### src/rtl/riscv_enc_pkg.sv
// Shared types and constants for the RV32I instruction encoder.
// Optional immediate range checking is enabled by IMM_RANGE_CHECK_EN.
package riscv_enc_pkg;

  typedef enum logic [4:0] {
    MN_ADD    = 5'd0,
    MN_SUB    = 5'd1,
    MN_AND    = 5'd2,
    MN_OR     = 5'd3,
    MN_XOR    = 5'd4,
    MN_SLT    = 5'd5,
    MN_SLTU   = 5'd6,
    MN_ADDI   = 5'd7,
    MN_ORI    = 5'd8,
    MN_XORI   = 5'd9,
    MN_ANDI   = 5'd10,
    MN_SLTI   = 5'd11,
    MN_SLTIU  = 5'd12,
    MN_SLLI   = 5'd13,
    MN_LW     = 5'd14,
    MN_JALR   = 5'd15,
    MN_SW     = 5'd16,
    MN_BEQ    = 5'd17,
    MN_BNE    = 5'd18,
    MN_JAL    = 5'd19,
    MN_LUI    = 5'd20,
    MN_AUIPC  = 5'd21,
    MN_ECALL  = 5'd22,
    MN_EBREAK = 5'd23
  } mnem_t;

  typedef enum logic [2:0] {
    FMT_R,
    FMT_I,
    FMT_SH,
    FMT_S,
    FMT_B,
    FMT_J,
    FMT_U,
    FMT_SYS
  } fmt_t;

  typedef enum logic [1:0] {
    ST_IDLE,
    ST_LOAD,
    ST_DRAIN,
    ST_DONE
  } state_t;

  localparam logic [6:0] OP_R     = 7'h33;
  localparam logic [6:0] OP_I     = 7'h13;
  localparam logic [6:0] OP_LOAD  = 7'h03;
  localparam logic [6:0] OP_S     = 7'h23;
  localparam logic [6:0] OP_B     = 7'h63;
  localparam logic [6:0] OP_JAL   = 7'h6F;
  localparam logic [6:0] OP_JALR  = 7'h67;
  localparam logic [6:0] OP_LUI   = 7'h37;
  localparam logic [6:0] OP_AUIPC = 7'h17;
  localparam logic [6:0] OP_SYS   = 7'h73;

  localparam logic [31:0] NOP_WORD    = 32'h0000_0013;
  localparam logic [31:0] ECALL_WORD  = 32'h0000_0073;
  localparam logic [31:0] EBREAK_WORD = 32'h0010_0073;

  localparam logic [1:0] ERR_ILLEGAL = 2'b01;
  localparam logic [1:0] ERR_RANGE   = 2'b10;

endpackage

### src/rtl/instr_encoder_pack.sv
// Combinational mnemonic + fields -> RV32I word, illegal and range flags.
// Range flag is only produced when IMM_RANGE_CHECK_EN is defined.
module instr_pack
  import riscv_enc_pkg::*;
(
  input  logic [4:0]  i_mnem,
  input  logic [4:0]  i_rd,
  input  logic [4:0]  i_rs1,
  input  logic [4:0]  i_rs2,
  input  logic [31:0] i_imm,
  output logic [31:0] o_word,
  output logic        o_illegal,
  output logic        o_range_err
);

  fmt_t        w_fmt;
  logic [6:0]  w_op;
  logic [2:0]  w_f3;
  logic [6:0]  w_f7;
  logic [31:0] w_sys;

  // mnemonic -> format, opcode and function fields
  always_comb begin
    w_fmt     = FMT_SYS;
    w_op      = OP_SYS;
    w_f3      = 3'd0;
    w_f7      = 7'd0;
    w_sys     = NOP_WORD;
    o_illegal = 1'b0;
    case (i_mnem)
      MN_ADD:    begin w_fmt = FMT_R; w_op = OP_R; end
      MN_SUB:    begin
        w_fmt = FMT_R; w_op = OP_R; w_f7 = 7'h20;
      end
      MN_AND:    begin w_fmt = FMT_R; w_op = OP_R; w_f3 = 3'd7; end
      MN_OR:     begin w_fmt = FMT_R; w_op = OP_R; w_f3 = 3'd6; end
      MN_XOR:    begin w_fmt = FMT_R; w_op = OP_R; w_f3 = 3'd4; end
      MN_SLT:    begin w_fmt = FMT_R; w_op = OP_R; w_f3 = 3'd2; end
      MN_SLTU:   begin w_fmt = FMT_R; w_op = OP_R; w_f3 = 3'd3; end
      MN_ADDI:   begin w_fmt = FMT_I; w_op = OP_I; end
      MN_ORI:    begin w_fmt = FMT_I; w_op = OP_I; w_f3 = 3'd6; end
      MN_XORI:   begin w_fmt = FMT_I; w_op = OP_I; w_f3 = 3'd4; end
      MN_ANDI:   begin w_fmt = FMT_I; w_op = OP_I; w_f3 = 3'd7; end
      MN_SLTI:   begin w_fmt = FMT_I; w_op = OP_I; w_f3 = 3'd2; end
      MN_SLTIU:  begin w_fmt = FMT_I; w_op = OP_I; w_f3 = 3'd3; end
      MN_SLLI:   begin w_fmt = FMT_SH; w_op = OP_I; w_f3 = 3'd1; end
      MN_LW:     begin w_fmt = FMT_I; w_op = OP_LOAD; w_f3 = 3'd2; end
      MN_JALR:   begin w_fmt = FMT_I; w_op = OP_JALR; end
      MN_SW:     begin w_fmt = FMT_S; w_op = OP_S; w_f3 = 3'd2; end
      MN_BEQ:    begin w_fmt = FMT_B; w_op = OP_B; end
      MN_BNE:    begin w_fmt = FMT_B; w_op = OP_B; w_f3 = 3'd1; end
      MN_JAL:    begin w_fmt = FMT_J; w_op = OP_JAL; end
      MN_LUI:    begin w_fmt = FMT_U; w_op = OP_LUI; end
      MN_AUIPC:  begin w_fmt = FMT_U; w_op = OP_AUIPC; end
      MN_ECALL:  w_sys = ECALL_WORD;
      MN_EBREAK: w_sys = EBREAK_WORD;
      default:   o_illegal = 1'b1;
    endcase
  end

  // pack fields into the format's bit layout; B/J drop imm[0]
  always_comb begin
    o_word = w_sys;
    unique case (w_fmt)
      FMT_R:  o_word = {w_f7, i_rs2, i_rs1, w_f3, i_rd, w_op};
      FMT_I:  o_word = {i_imm[11:0], i_rs1, w_f3, i_rd, w_op};
      FMT_SH: o_word = {7'd0, i_imm[4:0], i_rs1, w_f3, i_rd, w_op};
      FMT_S:  o_word = {i_imm[11:5], i_rs2, i_rs1, w_f3,
                        i_imm[4:0], w_op};
      FMT_B:  o_word = {i_imm[12], i_imm[10:5], i_rs2, i_rs1, w_f3,
                        i_imm[4:1], i_imm[11], w_op};
      FMT_J:  o_word = {i_imm[20], i_imm[10:1], i_imm[11],
                        i_imm[19:12], i_rd, w_op};
      FMT_U:  o_word = {i_imm[31:12], i_rd, w_op};
      FMT_SYS: o_word = w_sys;
      default: o_word = w_sys;
    endcase
  end

`ifdef IMM_RANGE_CHECK_EN
  // immediate must be representable in its format
  always_comb begin
    o_range_err = 1'b0;
    case (w_fmt)
      FMT_I, FMT_S:
        o_range_err = !(&i_imm[31:11] || ~|i_imm[31:11]);
      FMT_B:
        o_range_err = !(&i_imm[31:12] || ~|i_imm[31:12])
                      || i_imm[0];
      FMT_J:
        o_range_err = !(&i_imm[31:20] || ~|i_imm[31:20])
                      || i_imm[0];
      FMT_U:  o_range_err = |i_imm[11:0];
      FMT_SH: o_range_err = |i_imm[31:5];
      default: o_range_err = 1'b0;
    endcase
  end
`else
  assign o_range_err = 1'b0;
`endif

endmodule

### src/rtl/instr_encoder.sv
// Program loader: encodes mnemonic requests and writes them to instr memory.
// Define IMM_RANGE_CHECK_EN to flag immediates that do not fit their format.
module instr_encoder
  import riscv_enc_pkg::*;
#(
  parameter int DATA_WIDTH = 32,
  parameter int ADDR_WIDTH = 32
) (
  input  logic                  clk,
  input  logic                  rst_n,
  input  logic                  start,
  input  logic [ADDR_WIDTH-1:0] base_addr,
  input  logic                  in_valid,
  output logic                  in_ready,
  input  logic [4:0]            in_mnem,
  input  logic [4:0]            in_rd,
  input  logic [4:0]            in_rs1,
  input  logic [4:0]            in_rs2,
  input  logic [DATA_WIDTH-1:0] in_imm,
  input  logic                  in_last,
  output logic                  wr_en,
  input  logic                  wr_ready,
  output logic [ADDR_WIDTH-1:0] wr_addr,
  output logic [DATA_WIDTH-1:0] wr_data,
  output logic                  busy,
  output logic                  done,
  output logic [ADDR_WIDTH-1:0] instr_count,
  output logic                  err,
  output logic [1:0]            err_code
);

  state_t      r_state;
  state_t      w_next;
  logic        w_acc;
  logic        w_cmp;
  logic        w_start;
  logic [31:0] w_word;
  logic        w_ill;
  logic        w_rng;

  instr_pack u_pack (
    .i_mnem      (in_mnem),
    .i_rd        (in_rd),
    .i_rs1       (in_rs1),
    .i_rs2       (in_rs2),
    .i_imm       (in_imm),
    .o_word      (w_word),
    .o_illegal   (w_ill),
    .o_range_err (w_rng)
  );

  assign in_ready = (r_state == ST_LOAD) && (!wr_en || wr_ready);
  assign w_acc    = in_valid && in_ready;
  assign w_cmp    = wr_en && wr_ready;
  assign w_start  = start && (r_state == ST_IDLE);

  // state register
  always_ff @(posedge clk or negedge rst_n) begin
    if (!rst_n) r_state <= ST_IDLE;
    else        r_state <= w_next;
  end

  // next state and status outputs
  always_comb begin
    w_next = r_state;
    busy   = (r_state != ST_IDLE);
    done   = 1'b0;
    unique case (r_state)
      ST_IDLE:  if (start) w_next = ST_LOAD;
      ST_LOAD:  if (w_acc && in_last) w_next = ST_DRAIN;
      ST_DRAIN: if (w_cmp) w_next = ST_DONE;
      ST_DONE: begin
        done   = 1'b1;
        w_next = ST_IDLE;
      end
      default:  w_next = ST_IDLE;
    endcase
  end

  // output register, address/count advance, sticky error
  always_ff @(posedge clk or negedge rst_n) begin
    if (!rst_n) begin
      wr_en       <= 1'b0;
      wr_addr     <= '0;
      wr_data     <= '0;
      instr_count <= '0;
      err         <= 1'b0;
      err_code    <= 2'b00;
    end else if (w_start) begin
      wr_addr     <= base_addr;
      instr_count <= '0;
      err         <= 1'b0;
      err_code    <= 2'b00;
    end else begin
      if (w_cmp) begin
        wr_addr     <= wr_addr + ADDR_WIDTH'(4);
        instr_count <= instr_count + ADDR_WIDTH'(1);
      end
      if (w_acc) begin
        wr_en   <= 1'b1;
        wr_data <= DATA_WIDTH'(w_word);
        if (!err && (w_ill || w_rng)) begin
          err      <= 1'b1;
          err_code <= w_ill ? ERR_ILLEGAL : ERR_RANGE;
        end
      end else if (w_cmp) begin
        wr_en <= 1'b0;
      end
    end
  end

endmodule

### config.mk
export PLATFORM = sky130hd
export DESIGN_NAME = instr_encoder
export DESIGN_NICKNAME = d
export VERILOG_FILES = /design/src/rtl/riscv_enc_pkg.sv /design/src/rtl/instr_encoder_pack.sv /design/src/rtl/instr_encoder.sv
export SDC_FILE = /design/constraint.sdc
export NUM_CORES = 1
export LEC_CHECK = 0
export BUFFER_PORTS_ARGS = -buffer_cell sky130_fd_sc_hd__buf_2
export CORE_MARGIN = 5
export CORE_UTILIZATION = 51
export DETAILED_ROUTE_END_ITERATION = 10
export MAX_ROUTING_LAYER = met4
export PLACE_DENSITY = 0.81
export SLEW_MARGIN = 10
export SYNTH_ARGS = -nofsm -noshare
export SYNTH_HDL_FRONTEND = slang
export SYNTH_SLANG_ARGS = --single-unit
### constraint.sdc
create_clock -name clk -period 2.6 [get_ports clk]
set_input_delay 0.13 -clock clk [delete_from_list [all_inputs] [get_ports clk]]
set_output_delay 0.13 -clock clk [all_outputs]
set_load 0.01 [all_outputs]
==> flow_summary_export.csv <==
group,metric,value,unit
die,num_rows,38,
synth,synth_cell_type_count,62,
synth,synth-xor-area-share,3.225,%
synth,async_flop_share,100.0,%
clocking,htree_num_levels,3,
synth,synth_edf_count,0,
sta,finalSetupTns,0,ns
setup_path,cp_data_required_time,2.89,ns
cells_and_area,postLayoutCellArea,7308,µm²
sta,grt_setup_unrepaired,"false",
synth,synth_compound_area_share,19.90,%
power,power_frac_comb,39.4,%
detailed_routing,routed_wirelength,17740,µm
sta,final_critical_path_setup_slack,0.3410,ns
run_status,run_status,"completed",
sta,maxSlewHeadroom,53.00,%
synth,synth_top_family_by_area,"simple AND/OR/NAND/NOR gates",
clocking,cts_tree,"built",
sta,post-route-period-util,86.89,%
setup_path,worstReg2RegEnd,"wr_addr[28]",
setup_path,cp_max_fo,7,
clocking,clkLatencyLatePin,0.38,ns
cells_and_area,antenna_cells,0,
detailed_routing,drt-wirelength-per-cell,17.90,µm
setup_path,r2r-start,"wr_addr[2]",
die,floorplan.core_area,10890,µm²
power,p_per_area,868.2,nW/µm²
die,top_level_ports,193,
global_routing,global_route.usage.total,26.97,%
power,cell_internal_pwr,0.003812,W
sta,pins_over_their_slew_limit,0,
cells_and_area,nets,943,
clocking,holdBufCountCts,30,
hold_path,hold_path_startpoint,"in_imm[5]",
cells_and_area,final.fill_count,860,
hold_path,hold-path-endpoint,"wr_data[25]",
placement,detailedPlacementHpwl,11990,µm
power,power.clock.fraction,19.4,%
synth,synthCells,649,
setup_path,r2r_slack,0.34,ns
placement,post-place-ws,0.3786,ns
global_routing,gr-total-overflow,0,
synth,yosys_warnings,0,
power,part_of_the_power_in_registers,41.3,%
sta,final.min_clock_period,2.259,ns
sta,clock-skew-final,0.01593,ns
cells_and_area,most-common-layout-cells,"buf_2, dfrtp_1, nor2_1",
power,netSwitchingFraction,39.92,%
detailed_routing,post-route-drc-count,0,
cells_and_area,layout_commonest_cell,"buf_2",
clocking,cts-buffers-inserted,9,
power,max-vdd-ir-drop,0.0005243,V
setup_path,cp.arrival,2.55,ns
setup_path,endpoint_type_of_the_worst_setup_path,"flop",
synth,register_area_share_after_synthesis,44.32,%
synth,yosys-mux-area-fraction,1.777,%
sta,finalSetupViolations,0,
clocking,cts-root-buf,"clkbuf_8",
clocking,post_cts_repair_timing_setup_buffer_count,0,
detailed_routing,initial_drt_pass_iterations,5,
clocking,clk_pin_slew_worst_setup_hold_paths,0.11,ns
power,net-switching-power,0.002533,W
global_routing,first_pass_grt_wire_length,28180,µm
synth,postSynthAreaPerCell,8.787,µm²
global_routing,first_global_vias,5815,
die,die_height,115.7,µm
synth,synth_fp_nets,746,
power,power_leakage,3.307,nW
synth,ys.flop_type,"dfrtp_1",
clocking,clk_path_buf_depth,2,
global_routing,grt_max_degree,54,
placement,numPortBuffers,192,
detailed_routing,ant_nets,0,
synth,synth-adder-area-share,1.536,%
hold_path,holdPathStages,3,
synth,ys_ff_latch,101,
cells_and_area,post_layout_nonfiller_instances,991,
sta,tightestPinTransition,0.6976,ns
placement,place_congestion,0.9144,
detailed_routing,viasPerCell,6.178,
die,die_area,13400,µm²
hold_path,worstHoldPathType,"input pin to flop",
sta,timing.fmax,442.7,MHz
cells_and_area,drive_above_1_share,27.14,%
global_routing,number_of_antenna_violations_at_the_first_check_in_global_routing,0,
detailed_routing,vias,6122,
setup_path,timing.critical_path.from_type,"flop",
run,cap_viol_max_count,0,
detailed_routing,drt_iter0_markers,601,
cells_and_area,area_growth,28.15,%
setup_path,critical_path_class,"flop to flop",
setup_path,r2r_cells,5,
sta,final-hold-violation-count,0,
placement,dp_cells,945,
synth,yosys.area_share.simple,25.10,%
die,floorplan.initialDensity,52.38,%
placement,place_area,6760,µm²
die,die_w,115.7,µm
synth,netlist_area,5703,µm²
clocking,sink_count_of_the_clock_tree,101,
clocking,post_cts_resize_count,0,
[cell usage after synthesis (4+ instances only)]
cell      instances  area, µm²
xnor2_1           7      61.31
a31oi_1          24      150.1
a221oi_1         10      87.58
o31ai_1          30      225.2
o21ai_0          35      175.2
a21oi_1          58      290.3
nor2_1           63      236.5
clkbuf_1         39      146.4
and2_1            6      37.54
o21bai_1          4      30.03
nor4_1            5      31.28
xor2_1           14      122.6
nand2_1          61      229.0
nand4_1          20      125.1
nor3_1            4      20.02
and4_1            8      70.07
and3_1            9      56.30
or4_1            31      232.7
nand3_1          23      115.1
dfrtp_1         101       2527
buf_1             6      22.52
inv_1            11      41.29
nand2b_1         10      62.56
or3_1             7      43.79
ha_1              7      87.58
mux2i_1           9      90.09
[critical path: stages (launching register included)]
cell,delay (ns)
dfrtp_1,0.45
ha_1,0.32
nand3_1,0.15
or4_1,0.63
or4_1,0.43
a31oi_1,0.19
[power groups by stage]
stage               sequential (W)  combinational [W]  clock [W]
floorplan                  0.00279            0.00120          0
global placement           0.00258            0.00238          0
detailed placement         0.00261            0.00245          0
CTS                        0.00259            0.00250    0.00125
global route               0.00270            0.00274    0.00132
finish                     0.00262            0.00250    0.00123
[registers in the layout, indices dropped and copies added (netlist names)]
signal / cells
err_code: 2
wr_data: 31
r_state: 2
wr_addr: 32
wr_en: 1
instr_count: 32
err: 1
[through the flow]
stage | util [%] | power [W] | hold WS (ns)
6_report | 67.12 | 0.006345 | 0.01965
5_1_grt | 67.12 | 0.006764 | 0.008745
4_1_cts | 67.12 | 0.006343 | 0.0002308
3_5_place_dp | 62.09 | 0.005061 | 0.2075
3_3_place_gp | 62.09 | 0.004953 | 0.1997
2_1_floorplan | - | 0.003991 | -0.1656
[logic make-up after synthesis]
logic type                 Yosys count
and+or+nand+nor                    267
AOI/OAI and AO/OA                  182
DFF                                101
buffers and inverters               61
xor gates and xnor gates            21
muxes                               10
adders and majority gates            7
[layer usage]
metal	wire length, µm	track usage (%)	share of wire, %
met5	0	-	0
met4	855	14.93	4.8
met3	1135	3.603	6.4
met1	7156	34.21	40
met2	8593	41.94	48
[layout make-up]
type / count / area, µm² / area share, %
Clock inverter: 6 / 110.1 / 1.507
Sequential cell: 101 / 2527 / 34.58
Tap cell: 140 / 175.2 / 2.397
Multi-Input combinational cell: 487 / 2939 / 40.22
Clock buffer: 10 / 137.6 / 1.883
Timing Repair Buffer: 235 / 1374 / 18.80
Inverter: 12 / 45.04 / 0.6163
[worst max path at each step]
stage,cells past startpoint,end,startpoint
3_5_place_dp,5,wr_addr[28],wr_addr[2]
5_1_grt,5,wr_addr[28],wr_addr[3]
2_1_floorplan,6,wr_addr[26],wr_addr[2]
4_1_cts,5,wr_addr[28],wr_addr[3]
6_report,5,wr_addr[28],wr_addr[2]
3_3_place_gp,5,wr_addr[30],wr_addr[2]
Power figures use the tool's default switching activity.
